[config.mk]
export PLATFORM = sky130hd
export DESIGN_NAME = cam_match_encoder
export DESIGN_NICKNAME = d
export VERILOG_FILES = /design/src/rtl/cam_match_encoder.sv
export SDC_FILE = /design/constraint.sdc
export NUM_CORES = 1
export LEC_CHECK = 0
export ABC_AREA = 0
export CORE_MARGIN = 10
export CORE_UTILIZATION = 55
export CTS_CLUSTER_SIZE = 28
export DETAILED_ROUTE_END_ITERATION = 8
export PLACE_DENSITY = 0.87
export SLEW_MARGIN = 20
export SYNTH_ARGS = -nofsm -noshare
export SYNTH_HDL_FRONTEND = slang
export SYNTH_SLANG_ARGS = --single-unit
[constraint.sdc]
create_clock -name clk -period 2.7 [get_ports clk]
set_input_delay 0.54 -clock clk [delete_from_list [all_inputs] [get_ports clk]]
set_output_delay 0.54 -clock clk [all_outputs]
set_load 0.005 [all_outputs]
[src/rtl/cam_match_encoder.sv]
// 8-entry content-addressable match array with a two-stage
// search pipeline: registered match vector, then priority encode.
module cam_match_encoder #(
  parameter int DATA_W = 8
) (
  input  logic              clk,
  input  logic              rst_n,
  input  logic              wr_en,
  input  logic              inv_en,
  input  logic [2:0]        wr_index,
  input  logic [DATA_W-1:0] wr_data,
  input  logic              search_valid,
  input  logic [DATA_W-1:0] search_key,
  output logic              search_ready,
  output logic              result_valid,
  input  logic              result_ready,
  output logic [7:0]        result_match,
  output logic [2:0]        result_index,
  output logic              result_hit,
  output logic              result_multi
);

  localparam int N = 8;
  localparam logic [N-1:0] ONE = N'(1);

  logic [DATA_W-1:0] entry [N];
  logic [N-1:0]      valid;
  logic [N-1:0]      match;
  logic              s1_valid;
  logic [N-1:0]      s1_match;
  logic              out_adv;
  logic [2:0]        enc_index;
  logic              enc_hit;
  logic              enc_multi;

  assign out_adv      = !result_valid || result_ready;
  assign search_ready = !s1_valid || out_adv;

  // compare the key against pre-edge contents; invalid entries never hit
  always_comb begin
    match = '0;
    for (int i = 0; i < N; i++) begin
      match[i] = valid[i] && (entry[i] == search_key);
    end
  end

  // lowest set bit wins; multi means more than one bit set
  always_comb begin
    enc_index = '0;
    for (int i = N - 1; i >= 0; i--) begin
      if (s1_match[i]) enc_index = 3'(i);
    end
    enc_hit   = |s1_match;
    enc_multi = |(s1_match & (s1_match - ONE));
  end

  // entry storage; invalidate beats a same-cycle write on the valid bit
  always_ff @(posedge clk or negedge rst_n) begin
    if (!rst_n) begin
      for (int i = 0; i < N; i++) entry[i] <= '0;
      valid <= '0;
    end else begin
      if (wr_en) entry[wr_index] <= wr_data;
      if (inv_en) valid[wr_index] <= 1'b0;
      else if (wr_en) valid[wr_index] <= 1'b1;
    end
  end

  // stage 1: capture the match vector whenever the slot can move
  always_ff @(posedge clk or negedge rst_n) begin
    if (!rst_n) begin
      s1_valid <= 1'b0;
      s1_match <= '0;
    end else if (search_ready) begin
      s1_valid <= search_valid;
      s1_match <= search_valid ? match : '0;
    end
  end

  // stage 2: encoded result, held while the consumer stalls
  always_ff @(posedge clk or negedge rst_n) begin
    if (!rst_n) begin
      result_valid <= 1'b0;
      result_match <= '0;
      result_index <= '0;
      result_hit   <= 1'b0;
      result_multi <= 1'b0;
    end else if (out_adv) begin
      result_valid <= s1_valid;
      if (s1_valid) begin
        result_match <= s1_match;
        result_index <= enc_index;
        result_hit   <= enc_hit;
        result_multi <= enc_multi;
      end
    end
  end

endmodule

# [Word level (Yosys, flattened, before mapping)]
# Index checks and enable logic that the tools add are counted.
[totals] register_bits=95 latchBits=0 ram_bits=0 rom_bits=0 in_bits=25 output_inout_bits=15 word_cells=68 mem_count=0
[op_classes] add_sub_neg=1 n_mul=0 div_mod_pow=0 magnitude_cmp=4 eq_ne=8 shift=0 n_mux=16 bitwise=5 n_reduce_logical=18
[ops] op="bitwise mux 64 bit" count=1
[ops] op="equality test 8 bit" count=8
[ops] op="two-way mux 8 bit" count=4
[ops] op="demux 8 bit (select 3 bit)" count=1
[ops] op="two-way mux 3 bit" count=8
[ops] op="AND 8 bit" count=2
[ops] op="OR reduction 8 bit" count=2
[ops] op="logical AND 1 bit" count=10
[ops] op="NOT 8 bit" count=1
[ops] op="bitwise OR 8 bit" count=1
[ops] op="subtractor 8 x 1 -> 8 bit, second input constant" count=1
[ops] op="greater-or-equal comparator 4 bit, second input constant" count=1
[ops] op="less-than comparator 3 x 4 -> 1 bit, second input constant" count=1
[ops] op="less-than comparator 4 x 1 -> 1 bit, second input constant" count=1
[ops] op="NOT 3 -> 4 bit" count=1
[ops] op="demux 1 bit (select 3 bit)" count=1
[ops] op="greater-or-equal comparator 3 x 1 -> 1 bit, second input constant" count=1
[ops] op="zero test 1 bit" count=2
[ops] op="logical OR 1 bit" count=2
[ops] op="AND reduction 2 bit" count=1
[ops] op="nonzero test 2 bit" count=1
[ops] op="two-way mux 1 bit" count=1

# [Longest topological paths before layout]
# Gate-level depths: netlist (run 1).
[depth] ltp_word=8 mapped_depth=5 mapped_depth_nobuf=4

# [Least setup slack after synthesis (run 1)]
# No wires, ideal clock.
[synth_timing] path_type="input-to-reg" startpoint="input port wr_index[0]" endpoint="register entry[40] (netlist bit)" setup_ns=0.125 arrival_ns=1.579 required_time_ns=2.575 setup_slack_ns=0.996 stages=4 n_path_buf=1 path_cell_list="buf_2 nand2b_1 nor2_2 mux2_2"
[synth_via] elab_chain_len=6 word_cells_on_any_way=7 cone_classes="2 x order compare; 3 x mux; 1 x bitwise; 1 x reduce/logical"
[synth_lines] item="start, declared" line_no="10" source="input logic [2:0] wr_index,"
[synth_lines] item="NOT 3 -> 4 bit (implied by the code) (*)" line_no="63" source="if (wr_en) entry[wr_index] <= wr_data;"
[synth_lines] item="greater-or-equal comparator 4 bit (implied by the code) / less-than comparator 4 x 1 -> 1 bit (equally long branches)" line_no="63"
[synth_lines] item="logical AND 1 bit (implied by the code)" line_no="63"
[synth_lines] item="two-way mux 8 bit (implied by the code)" line_no="63"
[synth_lines] item="demux 8 bit (select 3 bit) (*)" line_no="63"
[synth_lines] item="bitwise mux 64 bit (*)" line_no="63"
[synth_lines] item="end signal, assigned by index" line_no="63"
[synth_lines] item="end, declared" line_no="26" source="logic [DATA_W-1:0] entry [N];"
# Every way passes the cells marked *; elsewhere a longest branch is shown, timed or not.
# A chain may end at the register's enable or synchronous reset.

# [Worst setup path after layout (run 1)]
[layout_timing] startpoint="input port result_ready" endpoint="output port search_ready"
[layout_via] elab_chain_len=2
[layout_lines] item="start, declared" line_no="16" source="input logic result_ready,"
[layout_lines] item="logical OR 1 bit" line_no="36" source="assign out_adv = !result_valid || result_ready;"
[layout_lines] item="logical OR 1 bit" line_no="37" source="assign search_ready = !s1_valid || out_adv;"
[layout_lines] item="end, declared" line_no="14" source="output logic search_ready,"
# Every way passes these cells.

==> impl_metrics.csv, run 1 <==
group,metric,value,unit
run,cap_violations,0,
logic_synthesis,syn_nets,384,
timing,tightest_slew,586,ps
clock_network,cts_resized,0,
logic_synthesis,ys_seq_area_share,52.9,%
layout,n_antenna_cell,0,
timing,drv_slew,0,
global_routing,overflow,0,
power_and_ir_drop,max-vdd-ir-drop,414,uV
timing,hold_violations,0,
detailed_routing,ant_nets,0,
global_routing,antenna_found_initial,0,
timing,rsz0062_at_grt,"no",
power_and_ir_drop,power_leakage,2.21,nW
timing,max_freq,0.428,GHz
timing,slew_headroom,60.9,%
layout,drive_above_1_share,27.2,%
global_routing,grt_pass1_vias,3124,
clock_network,postCtsSetupBuffers,0,
timing,post-route-period-util,86.6,%
layout,multi_input_area,1980,um^2
clock_network,insertion_delay,350,ps
placed_design,dpl.hpwl,7210,um
layout,area_delta_synth_final,16.9,%
detailed_routing,wl_per_cell,19.4,um
global_routing,grt_usage,16.6,%
detailed_routing,drtPass1Iterations,4,
layout,fillCellCount,577,
clock_network,cts-root-buf,"clkbuf_8",
clock_network,hold_buffers,0,
logic_synthesis,synth_warnings,0,
layout,utilization,67.0,%
layout,regArea,2380,um^2
timing,min_period,2340,ps
die,io_pins,40,
clock_network,cts_tree,"done",
status,outcome,"finished, final reports clean",
power_and_ir_drop,p_sw_share,26.8,%
placed_design,port_buffers,39,
detailed_routing,via_count,2951,
die,start_util,57.3,%
placed_design,place_congestion,0.906,
worst_setup_path,end_kind,"output port",
power_and_ir_drop,intPower,0.00260,W
detailed_routing,drc_errors,0,
global_routing,grt_max_degree,52,
logic_synthesis,yosysUniqueCellTypes,44,
timing,whs,189,ps
clock_network,h-tree-depth,3,
layout,stdcell_count,514,
detailed_routing,drtIter0Drc,107,
timing,final-setup-viol-count,0,
die,design.core.area,7850,um^2
clock_network,path_clk_slew,90,ps
logic_synthesis,postSynthAreaPerCell,12.5,um^2
clock_network,cts_sinks,95,
power_and_ir_drop,combPwrFrac,19.6,%
worst_setup_path,worstPathArrival,1800,ps
logic_synthesis,ys.flop_type,"dfrtp_1",
die,die_h,110,um
layout,nets,433,
min_path,min_path_type,"in -> async",
placed_design,placed_cells,499,
detailed_routing,drt-total-wl,10000,um
worst_setup_path,crit_buf_inv,3,
worst_setup_path,slowest_delay,510,ps
timing,fin_tns_setup,0,ps
worst_setup_path,path_delay_family,"buffers and inverters",
logic_synthesis,ys_ff_latch,95,
worst_setup_path,worst_path_most_repeated_cell,"clkdlybuf4s50_1",
die,rows,32,
logic_synthesis,synth_edf_count,0,
power_and_ir_drop,clockPowerShare,29.0,%
detailed_routing,via_per_inst,5.74,
power_and_ir_drop,switching_power,0.000955,W
die,die_w,110,um
worst_setup_path,cp_cell_sequence,"clkdlybuf4s50_1 > and3b_1 > clkinv_1 > clkdlybuf4s50_1",
clock_network,clk_path_buf_depth,2,
logic_synthesis,syn_inst,359,
timing,skew,5.44,ps
logic_synthesis,synthArstFlopShare,100,%
layout,final_cell_mix,"dfrtp_1 (95), mux2_2 (70), clkdlybuf4s50_1 (38), xnor2_1 (32), xor2_1 (32)",
power_and_ir_drop,powerDensity,677,nW/um^2
layout,layout_commonest_cell,"dfrtp_1",
clock_network,cts_buffers,9,
worst_setup_path,cp_max_fo,2,
power_and_ir_drop,pwr-share-seq,51.5,%
die,dieArea,12200,um^2
worst_setup_path,slowest_stage,"clkdlybuf4s50_1",
global_routing,grt_pass1_wl,16700,um
worst_setup_path,critPathLaunchType,"primary input",
worst_setup_path,cp_data_required_time,2160,ps
logic_synthesis,syn_area,4500,um^2
worst_setup_path,path_class,"in -> out",
kinds of logic after synthesis:
kind of cell	Yosys count	synth area share [%]
DFF	95	52.9
and+or+nand+nor	78	10.0
muxes	70	17.5
xor gates and xnor gates	64	12.5
AOI/OAI and AO/OA	26	3.56
buffers and inverters	24	3.09
adders and majority gates	2	0.445
final timing paths:
check | start | end | slack [ps] | depth (start not counted)
max in group asynchronous | rst_n | entry[44]$_DFFE_PN0P_ | 1840 | 2
min in group clk | result_index[2]$_DFFE_PN0P_ | result_index[2]$_DFFE_PN0P_ | 480 | 2
setup / recovery | result_ready | search_ready | 360 | 4
setup reg to reg | s1_match[0]$_DFFE_PN0P_ | result_multi$_DFFE_PN0P_ | 1070 | 4
hold / removal | rst_n | s1_match[0]$_DFFE_PN0P_ | 190 | 1
hold reg to reg | result_index[2]$_DFFE_PN0P_ | result_index[2]$_DFFE_PN0P_ | 480 | 2
worst reg2reg max path, delay by kind of cell, from the launching register on:
| kind | cells | cell delay [ps] |
|---|---|---|
| compound gates | 2 | 320 |
| flops | 1 | 470 |
| simple gates | 2 | 750 |
stage by stage:
step / power [W] / area (um^2) / worst slack, ps
finish: 0.00356 / 5260 / 361
global route: 0.00374 / 5260 / 316
CTS: 0.00358 / 5260 / 352
detailed placement: 0.00255 / 5040 / 332
global placement: 0.00251 / 5040 / 352
floorplan: 0.00231 / 4500 / 996
power by group through the flow:
stage | clock network, W | logic, W | registers, W
global placement | 0 | 0.000671 | 0.00184
finish | 0.00103 | 0.000696 | 0.00183
CTS | 0.00105 | 0.000702 | 0.00183
floorplan | 0 | 0.000489 | 0.00182
detailed placement | 0 | 0.000695 | 0.00186
global route | 0.00111 | 0.000770 | 0.00186
layer usage:
layer | GRT usage (%) | wire [um] | share of wire [%]
met4 | 5.87 | 241 | 2.4
met3 | 4.21 | 513 | 5.1
met2 | 28.0 | 5070 | 51
met5 | 0 | 0 | 0
met1 | 20.0 | 4180 | 42
final cells by class:
class                           instances  area share (%)
Clock buffer                           10            2.62
Inverter                                5           0.357
Clock inverter                          5            1.55
Sequential cell                        95            45.2
Multi-Input combinational cell        240            37.7
Timing Repair Buffer                   57            10.2
Tap cell                              102            2.43
registers in the layout, indices dropped and copies added, names as in the netlist, named ones only:
signal / cells
entry: 64
result_hit: 1
result_index: 3
result_match: 8
result_multi: 1
result_valid: 1
s1_match: 8
s1_valid: 1
Yosys cell counts (2+ instances only):
library cell	count	area, um^2
nor2_1	9	33.8
xor2_1	32	280
maj3_1	2	20.0
buf_4	2	15.0
clkbuf_1	2	7.51
xnor2_1	32	280
nand2_1	13	48.8
mux2_2	70	788
nand4_1	17	106
nand3_1	3	15.0
o21ai_0	9	45.0
nor3_1	3	15.0
dfrtp_1	95	2380
nand2b_1	5	31.3
a21oi_1	7	35.0
buf_2	11	55.1
nor2b_1	4	25.0
buf_6	2	22.5
nor4_1	12	75.1
inv_1	4	15.0
nor2_2	2	12.5
Power figures use the tool's default switching activity.
==> inputs of run 2 (changes only) <==
Settings changed: CORE_MARGIN 10 to not set.
==> run 2 against run 1 <==
Compared with the run above:
- combinational power fell by 1%
- clock power down 6%
- clock skew rose by 7.7 ps
- critical endpoint unchanged
- hold slack worse by 20 ps
- sequential cell count unchanged
==> impl_metrics.csv, run 2 (synthesis results as in run 1) <==
group,metric,value,unit
layout,top_register,"entry",
placed_design,port_buffers,39,
clock_network,cts_resized,0,
layout,multi_input_area,1980,um^2
die,design.core.area,7810,um^2
clock_network,cts_buffers,9,
worst_setup_path,cp_cell_sequence,"clkdlybuf4s50_1 > and3b_1 > clkinv_1 > clkdlybuf4s50_1",
placed_design,dpl.hpwl,7070,um
layout,layout_commonest_cell,"dfrtp_1",
clock_network,postCtsSetupBuffers,0,
detailed_routing,drtPass1Iterations,4,
worst_setup_path,slowest_delay,450,ps
global_routing,grt_pass1_vias,3127,
layout,final_cell_mix,"dfrtp_1 (95), mux2_2 (70), clkdlybuf4s50_1 (38), xnor2_1 (32), xor2_1 (32)",
timing,max_freq,0.422,GHz
layout,nets,436,
worst_setup_path,worstPathArrival,1830,ps
detailed_routing,drtIter0Drc,203,
min_path,min_path_type,"in -> async",
power_and_ir_drop,powerDensity,662,nW/um^2
global_routing,overflow,0,
worst_setup_path,cp_data_required_time,2160,ps
die,rows,32,
timing,rsz0062_at_grt,"no",
die,die_h,92.4,um
placed_design,place_congestion,0.838,
timing,post-route-period-util,87.7,%
power_and_ir_drop,max-vdd-ir-drop,440,uV
worst_setup_path,crit_buf_inv,3,
clock_network,insertion_delay,370,ps
layout,area_delta_synth_final,16.9,%
die,die_w,92.4,um
timing,tightest_slew,592,ps
timing,skew,13.1,ps
detailed_routing,ant_nets,0,
clock_network,hold_buffers,0,
worst_setup_path,end_kind,"output port",
timing,min_period,2370,ps
layout,regArea,2380,um^2
timing,fin_tns_setup,0,ps
detailed_routing,drt-total-wl,9550,um
worst_setup_path,cp_max_fo,2,
detailed_routing,via_count,3014,
detailed_routing,drc_errors,0,
global_routing,grt_pass1_wl,16000,um
die,io_pins,40,
worst_setup_path,worst_path_most_repeated_cell,"clkdlybuf4s50_1",
timing,slew_headroom,60.5,%
clock_network,clk_path_buf_depth,2,
worst_setup_path,path_delay_family,"buffers and inverters",
layout,largest_reg_flops,64,
timing,whs,168,ps
die,start_util,57.6,%
global_routing,antenna_found_initial,0,
global_routing,grt_usage,25.2,%
layout,drive_above_1_share,27.9,%
clock_network,h-tree-depth,3,
run,cap_violations,0,
layout,n_antenna_cell,0,
clock_network,cts_sinks,95,
worst_setup_path,critPathLaunchType,"primary input",
worst_setup_path,slowest_stage,"clkdlybuf4s50_1",
detailed_routing,via_per_inst,5.82,
timing,final-setup-viol-count,0,
timing,drv_slew,0,
power_and_ir_drop,power_leakage,2.22,nW
layout,top_regs,"entry (64), result_match (8), s1_match (8)",
status,outcome,"finished, final reports clean",
clock_network,cts-root-buf,"clkbuf_8",
layout,fillCellCount,573,
die,dieArea,8540,um^2
clock_network,cts_tree,"done",
timing,hold_violations,0,
clock_network,path_clk_slew,90,ps
global_routing,grt_max_degree,47,
detailed_routing,wl_per_cell,18.4,um
worst_setup_path,path_class,"in -> out",
==> run 2: final timing paths <==
path	start	end	slack, ps	cells past startpoint
setup reg to reg	entry[60]$_DFFE_PN0P_	s1_match[0]$_DFFE_PN0P_	1070	4
min in group clk	result_index[1]$_DFFE_PN0P_	result_index[1]$_DFFE_PN0P_	490	2
hold reg to reg	result_index[1]$_DFFE_PN0P_	result_index[1]$_DFFE_PN0P_	490	2
max in group asynchronous	rst_n	result_match[0]$_DFFE_PN0P_	1810	2
setup / recovery	result_ready	search_ready	330	4
hold / removal	rst_n	asynchronous set/reset pin	170	1
==> run 2: per-stage QoR <==
step	total power, W	setup WS (ps)	instance area (um^2)	utilization [%]	std cells
2_1_floorplan	0.00231	996	4500	-	359
3_3_place_gp	0.00250	336	5050	64.7	502
3_5_place_dp	0.00255	293	5050	64.7	502
4_1_cts	0.00351	307	5260	67.3	518
5_1_grt	0.00366	262	5260	67.3	518
6_report	0.00348	331	5260	67.3	518
==> run 2: report_power, final <==
part	internal (W)	switching, W	total (W)
Sequential	0.00167	0.000163	0.00183
Combinational	0.000394	0.000292	0.000686
Clock	0.000458	0.000506	0.000964
==> run 2: layer usage <==
layer / vias to the layer above / wire (um) / track usage, %
met3: 19 / 529 / 3.69
met2: 101 / 4720 / 40.6
met1: 1529 / 3920 / 31.6
met4: 0 / 377 / 16.7
li1: 1365 / - / -
met5: - / 0 / 0
==> run 2: area by class of cell <==
cell class                      instances  share of cell area, %
Tap cell                              102                   2.43
Timing Repair Buffer                   60                   10.4
Inverter                                5                  0.357
Clock inverter                          6                   1.31
Sequential cell                        95                   45.2
Multi-Input combinational cell        240                   37.7
Clock buffer                           10                   2.62
